--- src/rtl/multicycle_controller_pkg.sv ---
// Shared opcodes, FSM state enum and ALU encodings for the multicycle RV32I controller.
// The JAL state exists only when MULTICYCLE_JAL_EN is defined.
package pa_riscv;

  localparam logic [6:0] OP_LW  = 7'b0000011;
  localparam logic [6:0] OP_SW  = 7'b0100011;
  localparam logic [6:0] OP_R   = 7'b0110011;
  localparam logic [6:0] OP_I   = 7'b0010011;
  localparam logic [6:0] OP_BEQ = 7'b1100011;
  localparam logic [6:0] OP_JAL = 7'b1101111;

  typedef enum logic [3:0] {
    S_FETCH    = 4'd0,
    S_DECODE   = 4'd1,
    S_MEMADR   = 4'd2,
    S_MEMREAD  = 4'd3,
    S_MEMWB    = 4'd4,
    S_MEMWRITE = 4'd5,
    S_EXECUTER = 4'd6,
    S_EXECUTEI = 4'd7,
    S_ALUWB    = 4'd8,
`ifdef MULTICYCLE_JAL_EN
    S_BEQ      = 4'd9,
    S_JAL      = 4'd10
`else
    S_BEQ      = 4'd9
`endif
  } state_t;

  localparam logic [1:0] ALUOP_ADD   = 2'b00;
  localparam logic [1:0] ALUOP_SUB   = 2'b01;
  localparam logic [1:0] ALUOP_FUNCT = 2'b10;

  localparam logic [2:0] ALU_ADD = 3'b000;
  localparam logic [2:0] ALU_SUB = 3'b001;
  localparam logic [2:0] ALU_AND = 3'b010;
  localparam logic [2:0] ALU_OR  = 3'b011;
  localparam logic [2:0] ALU_SLT = 3'b101;

endpackage

--- src/rtl/multicycle_controller_alu_decoder.sv ---
// Combinational map from the internal aluOp and instruction funct fields to the ALU operation.
module alu_decoder
  import pa_riscv::*;
(
  input  logic [1:0] alu_op,
  input  logic [2:0] funct3,
  input  logic       op5,
  input  logic       funct7b5,
  output logic [2:0] alu_control
);

  always_comb begin
    alu_control = ALU_ADD;
    case (alu_op)
      ALUOP_ADD: alu_control = ALU_ADD;
      ALUOP_SUB: alu_control = ALU_SUB;
      ALUOP_FUNCT: begin
        case (funct3)
          // op5 separates R-type sub from addi, which shares funct3=000
          3'b000:  alu_control = (op5 & funct7b5) ? ALU_SUB : ALU_ADD;
          3'b010:  alu_control = ALU_SLT;
          3'b110:  alu_control = ALU_OR;
          3'b111:  alu_control = ALU_AND;
          default: alu_control = ALU_ADD;
        endcase
      end
      default: alu_control = ALU_ADD;
    endcase
  end

endmodule

--- src/rtl/multicycle_controller.sv ---
// Sequencing FSM for the multicycle RV32I core; drives all datapath selects and enables.
// MULTICYCLE_JAL_EN enables the JAL state and makes opcode 1101111 legal.
module multicycle_controller
  import pa_riscv::*;
(
  input  logic       i_clk,
  input  logic       i_rst_n,
  input  logic [6:0] i_op,
  input  logic [2:0] i_funct3,
  input  logic       i_funct7b5,
  input  logic       i_zero,
  output logic       o_pcWrite,
  output logic       o_adrSrc,
  output logic       o_memWrite,
  output logic       o_irWrite,
  output logic       o_regWrite,
  output logic [1:0] o_resultSrc,
  output logic [1:0] o_aluSrcA,
  output logic [1:0] o_aluSrcB,
  output logic [1:0] o_immSrc,
  output logic [2:0] o_aluControl,
  output logic       o_illegal
);

  // state      | meaning
  // FETCH      | read instr at PC into IR, PC <= PC+4
  // DECODE     | read regs, ALUOut <= OldPC+imm (branch target)
  // MEMADR     | ALUOut <= rs1+imm
  // MEMREAD    | read data memory at ALUOut
  // MEMWB      | rd <= Data
  // MEMWRITE   | write rs2 to memory at ALUOut
  // EXECUTER   | ALUOut <= rs1 op rs2
  // EXECUTEI   | ALUOut <= rs1 op imm
  // ALUWB      | rd <= ALUOut
  // BEQ        | compare rs1-rs2, PC <= ALUOut on zero
  // JAL        | PC <= ALUOut, ALUOut <= OldPC+4

  state_t     state, state_next;
  logic [1:0] alu_op;
  logic       pc_update;
  logic       branch;

  always_ff @(posedge i_clk or negedge i_rst_n) begin
    if (!i_rst_n) state <= S_FETCH;
    else          state <= state_next;
  end

  always_comb begin
    state_next  = S_FETCH;
    o_adrSrc    = 1'b0;
    o_memWrite  = 1'b0;
    o_irWrite   = 1'b0;
    o_regWrite  = 1'b0;
    o_resultSrc = 2'b00;
    o_aluSrcA   = 2'b00;
    o_aluSrcB   = 2'b00;
    o_illegal   = 1'b0;
    alu_op      = ALUOP_ADD;
    pc_update   = 1'b0;
    branch      = 1'b0;
    case (state)
      S_FETCH: begin
        o_irWrite   = 1'b1;
        o_aluSrcB   = 2'b10;
        o_resultSrc = 2'b10;
        pc_update   = 1'b1;
        state_next  = S_DECODE;
      end
      S_DECODE: begin
        o_aluSrcA = 2'b01;
        o_aluSrcB = 2'b01;
        case (i_op)
          OP_LW, OP_SW: state_next = S_MEMADR;
          OP_R:         state_next = S_EXECUTER;
          OP_I:         state_next = S_EXECUTEI;
          OP_BEQ:       state_next = S_BEQ;
`ifdef MULTICYCLE_JAL_EN
          OP_JAL:       state_next = S_JAL;
`endif
          default: begin
            state_next = S_FETCH;
            o_illegal  = 1'b1;
          end
        endcase
      end
      S_MEMADR: begin
        o_aluSrcA  = 2'b10;
        o_aluSrcB  = 2'b01;
        state_next = (i_op == OP_SW) ? S_MEMWRITE : S_MEMREAD;
      end
      S_MEMREAD: begin
        o_adrSrc   = 1'b1;
        state_next = S_MEMWB;
      end
      S_MEMWB: begin
        o_resultSrc = 2'b01;
        o_regWrite  = 1'b1;
        state_next  = S_FETCH;
      end
      S_MEMWRITE: begin
        o_adrSrc   = 1'b1;
        o_memWrite = 1'b1;
        state_next = S_FETCH;
      end
      S_EXECUTER: begin
        o_aluSrcA  = 2'b10;
        alu_op     = ALUOP_FUNCT;
        state_next = S_ALUWB;
      end
      S_EXECUTEI: begin
        o_aluSrcA  = 2'b10;
        o_aluSrcB  = 2'b01;
        alu_op     = ALUOP_FUNCT;
        state_next = S_ALUWB;
      end
      S_ALUWB: begin
        o_regWrite = 1'b1;
        state_next = S_FETCH;
      end
      S_BEQ: begin
        o_aluSrcA  = 2'b10;
        alu_op     = ALUOP_SUB;
        branch     = 1'b1;
        state_next = S_FETCH;
      end
`ifdef MULTICYCLE_JAL_EN
      S_JAL: begin
        o_aluSrcA  = 2'b01;
        o_aluSrcB  = 2'b10;
        pc_update  = 1'b1;
        state_next = S_ALUWB;
      end
`endif
      default: state_next = S_FETCH;
    endcase
  end

  // The only input-to-enable combinational path: branch resolution on the zero flag
  assign o_pcWrite = pc_update | (branch & i_zero);

  always_comb begin
    o_immSrc = 2'b00;
    case (i_op)
      OP_SW:   o_immSrc = 2'b01;
      OP_BEQ:  o_immSrc = 2'b10;
`ifdef MULTICYCLE_JAL_EN
      OP_JAL:  o_immSrc = 2'b11;
`endif
      default: o_immSrc = 2'b00;
    endcase
  end

  alu_decoder u_alu_decoder (
    .alu_op      (alu_op),
    .funct3      (i_funct3),
    .op5         (i_op[5]),
    .funct7b5    (i_funct7b5),
    .alu_control (o_aluControl)
  );

endmodule

--- config.mk ---
export PLATFORM = sky130hd
export DESIGN_NAME = multicycle_controller
export DESIGN_NICKNAME = d
export VERILOG_FILES = /design/src/rtl/multicycle_controller_pkg.sv /design/src/rtl/multicycle_controller_alu_decoder.sv /design/src/rtl/multicycle_controller.sv
export SDC_FILE = /design/constraint.sdc
export NUM_CORES = 1
export LEC_CHECK = 0
export ABC_AREA = 1
export CAP_MARGIN = 20
export CORE_AREA = 2 2 39 41
export CTS_BUF_LIST = sky130_fd_sc_hd__clkbuf_16
export DETAILED_ROUTE_END_ITERATION = 10
export DIE_AREA = 0 0 41 43
export GPL_TIMING_DRIVEN = 0
export HOLD_SLACK_MARGIN = 0.15
export PLACE_DENSITY_LB_ADDON = 0.12
export SETUP_SLACK_MARGIN = 0.15
export SLEW_MARGIN = 20
export SYNTH_ARGS = -nofsm -noshare
export SYNTH_HDL_FRONTEND = slang
export SYNTH_SLANG_ARGS = --single-unit
--- constraint.sdc ---
create_clock -name i_clk -period 4.1 [get_ports i_clk]
set_input_delay 0.82 -clock i_clk [delete_from_list [all_inputs] [get_ports i_clk]]
set_output_delay 0.82 -clock i_clk [all_outputs]
set_load 0.03 [all_outputs]
==> impl_results.md, run 1 <==
* Biggest regs: state: 4 flops
* Post-synth EDFFs at 0
* Pin count of the biggest net entering global routing at 7
* Minimum clock period at 3250 ps
* Max-Cap Viols at 0
* Hold WC Path Type: flop to flop
* GRT Residual Overflow at 0
* Worst Path Buf+Inv at 3
* Routed len/inst at 9.30 µm
* Synth area leaders: dfrtp_1 23%, nand2_1 15%, nor2_1 15%
* RSZ-0062 raised after global routing: false
* Area leader, netlist: dfrtp_1
* Final hold vios at 0
* Final setup TNS at 0 ps
* Worst Setup End Kind: output port
* Hold depth at 2
* Crit Path Category: input port to output port
* First-pass iteration count of the detailed router at 4
* Hold_buf cts at 0
* Syn nets at 92
* Final Max Tran Viols at 0
* Met3 Use GR at between 4 and 5%
* Share of the synthesized area in the top cell type at between 20 and 25%
* CTS clk-pin slew, worst paths at 30 ps
* Global placer's final weighted congestion at between 0.7 and 0.8
* CTS root buffer: clkbuf_16
* CTS tree: done
* Worst VDD drop at 305 µV
* Yosys cell types at 16
* Routing usage on met2 at about 24%
* All-Layer GR Usage at between 15 and 20%
* GRT Max-Usage Layer: met2
* Power Internal at 281 µW
* Number of global-route vias before repair at 466
* Reg with most FFs: state
* Post-CTS Resized at 0
* Critical Path Fanout Max at 3
* Ports at 31
* Core region area at 1380 µm²
* Post-synthesis cell count at 76
* Synth-to-layout area growth at 90.0%
* First-pass GRT wire length at 1.81 mm
* CP startpoint: i_op[5]
* R2R cell count at 5
* Power Total at 477 µW
* Max reg flops at 4
* Initial antenna violation count at 0
* DRC errors left at 0
* Detail Route Antenna Nets at 0
* Combinational share of power at 56.9%
* Initial Util at 31.7%
* Total CTS buffers at 3
* Syn. warnings at 0
* Max incr delay on CP at between 600 and 700 ps
* Clock power share at 31.6%
* Status: finished clean
* WHS at 575 ps
* FMAX at 0.307 GHz
* R2r setup slk at 3040 ps
* Max-slew headroom at 78.8%
* Avg Cell Area, Syn at about 5.8 µm²
* Detail Placement HPWL at 914 µm
* Final period utilization at 79.4%
* Endpoint, Worst Hold: state[2]$_DFF_PN0_
* Cell Rows at 14
* Layout cell share with drive strength beyond 1 at 8.26%
* Worst skew pair latency at 220 ps
* Post-layout instance area at 835 µm²
* Pwr Density at 571 nW/µm²
* I/O Buffers at 30
* Cell with the largest stage delay on the worst path: clkdlybuf4s50_1
* Sequential power share at approximately 12%
* Slew @ Worst Pin at 318 ps
* Yosys reg bits at 4
* Clock skew at 1.31 ps
* Register area share after synthesis at a little under a quarter
* Switching Share at between 40% and 50%
* Setup crit start kind: input port
* DIE WIDTH at between 40 and 50 µm
* Die height at roughly 43 µm
* Post-layout nets at 127
* Min-delay src: state[0]$_DFF_PN0_
* Pleak at 0.418 nW
* Setup-failing EPs final at 0
* Vias per cell at roughly 4.6
* Top Family by Delay on Critical Path: buffers and inverters
* Async set-reset flop share out of synthesis at 100%
* Sinks on Clock Net at 4
* RR Startpoint: state[1]$_DFF_PN0_
* Post-Syn Area at 439 µm²
* H-tree Lvls at 1
* Setup Buffers After CTS at 0
* Worst path arrival time at 2430 ps
* CP required at around 3300 ps
* Full die area at ~1800 µm²
* Initial DRC count at 9
* Inserted Diodes at 0
* WL final at approximately 1.2 mm
* Main synth FF type: dfrtp_1
* Psw at 196 µW
* Vias after detailed routing at 569
* Dpl cell area at 759 µm²
* CTS max path bufs at 2
* Crit-path cells: clkdlybuf4s50_1 -> inv_1 -> nor2_1 -> nand2_1 -> nor2_1 -> clkdlybuf4s50_1
* Worst r2r dst: state[1]$_DFF_PN0_
* Synth top cells by count: 18 x nand2_1, 18 x nor2_1, 15 x inv_1
* M1 GR Usage at between 10% and 20%
## how the worst max path moves through the flow
stage                                 end  slack, ps  cells past startpoint
after detailed placement      o_immSrc[1]        830                      6
after global placement        o_immSrc[1]        850                      6
after CTS                     o_immSrc[1]        820                      6
after floorplan           o_aluControl[2]       1300                      5
after global routing          o_immSrc[1]        710                      6
final                         o_immSrc[1]        850                      6
## worst register-to-register path, stage by stage, from the launching register on
cell	delay, ps
dfrtp_1	440
nor2_4	170
nand2_2	110
nor2_4	110
nand2_1	50
o21ai_0	90
## final cells by class
class	count	area, µm²
Multi-Input combinational cell	55	272
Clock buffer	3	75.1
Fill cell	135	549
Buffer	1	7.51
Sequential cell	4	100
Tap cell	16	20.0
Inverter	16	60.1
Timing Repair Buffer	30	300
## cell families (layout without fill, tap and decap cells)
logic type / count (synthesis) / after routing / share of synthesized area, %
DFF: 4 / 4 / 22.8
buffers and inverters: 17 / 50 / 15.4
AOI/OAI and AO/OA: 4 / 4 / 5.41
adders and majority gates: 2 / 2 / 5.70
and+or+nand+nor: 49 / 49 / 50.7
## metrics by stage
stage	worst slack (ps)	utilization [%]	std cells
after CTS	817	60.3	125
after global routing	715	60.3	125
after detailed placement	832	54.9	122
final	846	60.3	125
after floorplan	1300	-	76
after global placement	852	54.9	122
## power by group through the flow
stage               clock [mW]  sequential (mW)  combinational (mW)
global route             0.156           0.0553               0.289
floorplan                    0           0.0537               0.165
CTS                      0.152           0.0549               0.274
global placement             0           0.0554               0.270
detailed placement           0           0.0552               0.269
finish                   0.151           0.0547               0.271
## routing by layer
layer	up-vias	wire length [µm]	part of all wire, %
li1	298	-	-
met1	241	451	39
met2	27	605	52
met3	3	86	7.4
met4	0	19	1.6
met5	-	0	0
## layout by cell type, fill, tap and decap left out
cell,n
nand4_1,1
inv_2,1
ha_1,2
dfrtp_1,4
nor2_1,18
a21oi_1,1
nand3_1,7
nand2_1,18
o21bai_1,1
buf_4,1
o21ai_0,1
clkdlybuf4s50_1,30
o22ai_1,1
nor4_1,1
nand2_2,1
clkbuf_16,3
inv_1,15
nor2_4,3
(Power assumes the default switching activity.)
==> run 2: changes to the inputs <==
--- a/config.mk
+++ b/config.mk
@@ -7,10 +7,10 @@
 export LEC_CHECK = 0
 export ABC_AREA = 1
 export CAP_MARGIN = 20
-export CORE_AREA = 2 2 39 41
+export CORE_MARGIN = 2
+export CORE_UTILIZATION = 33
 export CTS_BUF_LIST = sky130_fd_sc_hd__clkbuf_16
 export DETAILED_ROUTE_END_ITERATION = 10
-export DIE_AREA = 0 0 41 43
 export GPL_TIMING_DRIVEN = 0
 export HOLD_SLACK_MARGIN = 0.15
 export PLACE_DENSITY_LB_ADDON = 0.12
==> constraint.sdc (replaced) <==
create_clock -name i_clk -period 3.25 [get_ports i_clk]
set_input_delay 0.65 -clock i_clk [delete_from_list [all_inputs] [get_ports i_clk]]
set_output_delay 0.65 -clock i_clk [all_outputs]
set_load 0.03 [all_outputs]
==> run 2 against run 1 <==
Net effect: largest cell class unchanged; worst hold slack improved by 6.8 ps; clock skew increased by 1.5 ps; cell area increased by 0.45%; highest routed layer unchanged; first-iteration DRC count decreased by 67%; largest power group unchanged; flip-flop and latch count unchanged; routed wire length decreased by 2.9%; via count decreased by 2.8%; non-clock buffer count unchanged; final cell count decreased by 0.80%; count of clock-buffer cells in the layout unchanged.
==> impl_results.md, run 2 (synthesis results as in run 1) <==
* Status: finished clean
* Full die area at 1640 µm² (-7.1%)
* Placed insts at 121 (-0.82%)
* Initial antenna violation count at 0 (unchanged)
* Final Non-Filler Cells at 124 (-0.80%)
* Clock skew at 2.81 ps (+1.50 ps)
* CTS clk-pin slew, worst paths at 30 ps (about the same)
* Die height at 40.5 µm (-5.9%)
* Reg with most FFs: state
* Global placer's final weighted congestion at 0.741 (-2.5%)
* CTS tree: done
* Max-Cap Viols at 0 (unchanged)
* Routed len/inst at 9.10 µm (-2.1%)
* Total CTS buffers at 3 (unchanged)
* Max-slew headroom at 78.6% (-0.12 points)
* Vias per cell at 4.46 (-2.0%)
* Combinational share of power at 56.5% (-0.4 points)
* Minimum clock period at slightly below 3000 ps
* Worst path arrival time at 2260 ps (-170 ps)
* Layout cell share with drive strength beyond 1 at 8.26% (unchanged)
* Final setup TNS at 0 ps (unchanged)
* Sequential power share at 11.4% (about the same)
* Initial DRC count at 3 (-6)
* First-pass iteration count of the detailed router at 3 (-1)
* RSZ-0062 raised after global routing: false
* Final period utilization at 89.5%
* I/O Buffers at 30 (unchanged)
* Power Internal at 354 µW (+26%)
* Power Total at 604 µW (+27%)
* WL final at 1.13 mm (-2.9%)
* Worst skew pair latency at 230 ps (about the same)
* GRT Residual Overflow at 0 (unchanged)
* FMAX at 0.344 GHz
* Vias after detailed routing at 553 (-2.8%)
* Register area at 100 µm² (unchanged)
* Inserted Diodes at 0 (unchanged)
* CTS root buffer: clkbuf_16
* Area occupied by multi-input gates at 272 µm² (unchanged)
* Final Max Tran Viols at 0 (unchanged)
* Pleak at 0.456 nW (+9.0%)
* DIE WIDTH at 40.5 µm (-1.3%)
* Setup-failing EPs final at 0 (unchanged)
* Pin count of the biggest net entering global routing at 7 (unchanged)
* DRC errors left at 0 (unchanged)
* CTS max path bufs at 2 (unchanged)
* Worst Setup End Kind: output port
* CP required at 2600 ps (-680 ps)
* Initial Util at 34.6% (+2.9 points)
* Detail Route Antenna Nets at 0 (unchanged)
* Crit Path Category: input port to output port
* All-Layer GR Usage at 16.7% (+1.6 points)
* Detail Placement HPWL at 916 µm (+0.22%)
* Biggest regs: state: 4 flops
* Critical Path Fanout Max at 3 (unchanged)
* Number of global-route vias before repair at 465 (-0.21%)
* Cell Rows at 13 (-1)
* Max reg flops at 4 (unchanged)
* Core region area at 1270 µm² (-8.3%)
* Setup crit start kind: input port
* Switching Share at 41.3% (+0.21 points)
* Post-layout nets at 127 (unchanged)
* Commonest non-fill, non-tap cell in the layout: clkdlybuf4s50_1
* Slew @ Worst Pin at 320 ps (+2.29 ps)
* H-tree Lvls at 1 (unchanged)
* Hold WC Path Type: flop to flop
* Sinks on Clock Net at 4 (unchanged)
* Synth-to-layout area growth at 90.9%
* Util after Layout at 66.1% (+5.8 points)
* Ports at 31 (unchanged)
* Pwr Density at 720 nW/µm² (+26%)
* Setup Buffers After CTS at 0 (unchanged)
* Clock power share at 32.1% (+0.5 points)
* Psw at 250 µW (+27%)
* First-pass GRT wire length at 1.84 mm (+1.5%)
* Fillers at 123 (-8.9%)
* Commonest non-fill, non-tap cells in the layout: 28 x clkdlybuf4s50_1, 18 x nor2_1, 18 x nand2_1, 15 x inv_1, 7 x nand3_1
* Final hold vios at 0 (unchanged)
* Worst VDD drop at 463 µV (+52%)
==> run 2: cell count changes in the layout (fill, tap and decap cells not counted) <==
cell             before  now
dlymetal6s2s_1        0    2
clkdlybuf4s50_1      30   28
==> run 2: what timing repair did <==
item / in CTS / in global routing
endpoints found under the setup margin: 0 / 2
hold endpoints to repair: 0 / 0
hold buffers: 0 / 0
resized for setup: 0 / 2
==> run 2: final cells by class <==
| cell class | count | area share [%] |
|---|---|---|
| repair buffers | 30 | 36.4 |
| multi-input cells | 55 | 32.4 |
| clock buffers | 3 | 8.96 |
| well taps | 15 | 2.24 |
| plain buffers | 1 | 0.896 |
| inverters | 16 | 7.16 |
| flip-flops and latches | 4 | 11.9 |
==> run 2: worst max-delay path, stage by stage <==
cell             delay [ps]
clkdlybuf4s50_1         500
inv_1                    60
nor2_1                  110
nand2_1                  80
nor2_1                  150
clkdlybuf4s50_1         700
==> run 2: path summary, 6_finish.rpt <==
path / start / end / slack (ps) / cells past startpoint
setup / recovery: i_op[5] / o_immSrc[1] / 340 / 6
hold / removal: state[0]$_DFF_PN0_ / state[2]$_DFF_PN0_ / 580 / 2
setup reg to reg: state[3]$_DFF_PN0_ / state[2]$_DFF_PN0_ / 2220 / 5
hold reg to reg: state[0]$_DFF_PN0_ / state[2]$_DFF_PN0_ / 580 / 2
max in group asynchronous: i_rst_n / state[0]$_DFF_PN0_ / 2450 / 1
min in group asynchronous: i_rst_n / state[2]$_DFF_PN0_ / 630 / 1
==> run 2: stage by stage <==
step | worst slack, ps | area (µm²) | hold slack [ps]
after floorplan | 621 | 439 | 354
after CTS | 262 | 833 | 589
final | 342 | 838 | 582
after global routing | 238 | 838 | 630
after global placement | 353 | 758 | 567
after detailed placement | 365 | 758 | 582
==> run 2: power groups by stage <==
stage / registers [mW] / clock network (mW) / logic, mW
5_1_grt: 0.0707 / 0.197 / 0.367
2_1_floorplan: 0.0677 / 0 / 0.208
4_1_cts: 0.0692 / 0.195 / 0.344
3_5_place_dp: 0.0699 / 0 / 0.342
6_report: 0.0690 / 0.194 / 0.341
3_3_place_gp: 0.0696 / 0 / 0.340
==> run 2: layer usage <==
| metal | vias to the layer above | track usage (%) | part of all wire, % |
|---|---|---|---|
| li1 | 302 | - | - |
| met1 | 229 | 20.1 | 44 |
| met2 | 20 | 29.4 | 48 |
| met3 | 2 | 3.33 | 6.3 |
| met4 | 0 | 5.00 | 1.5 |
| met5 | - | 0 | 0 |
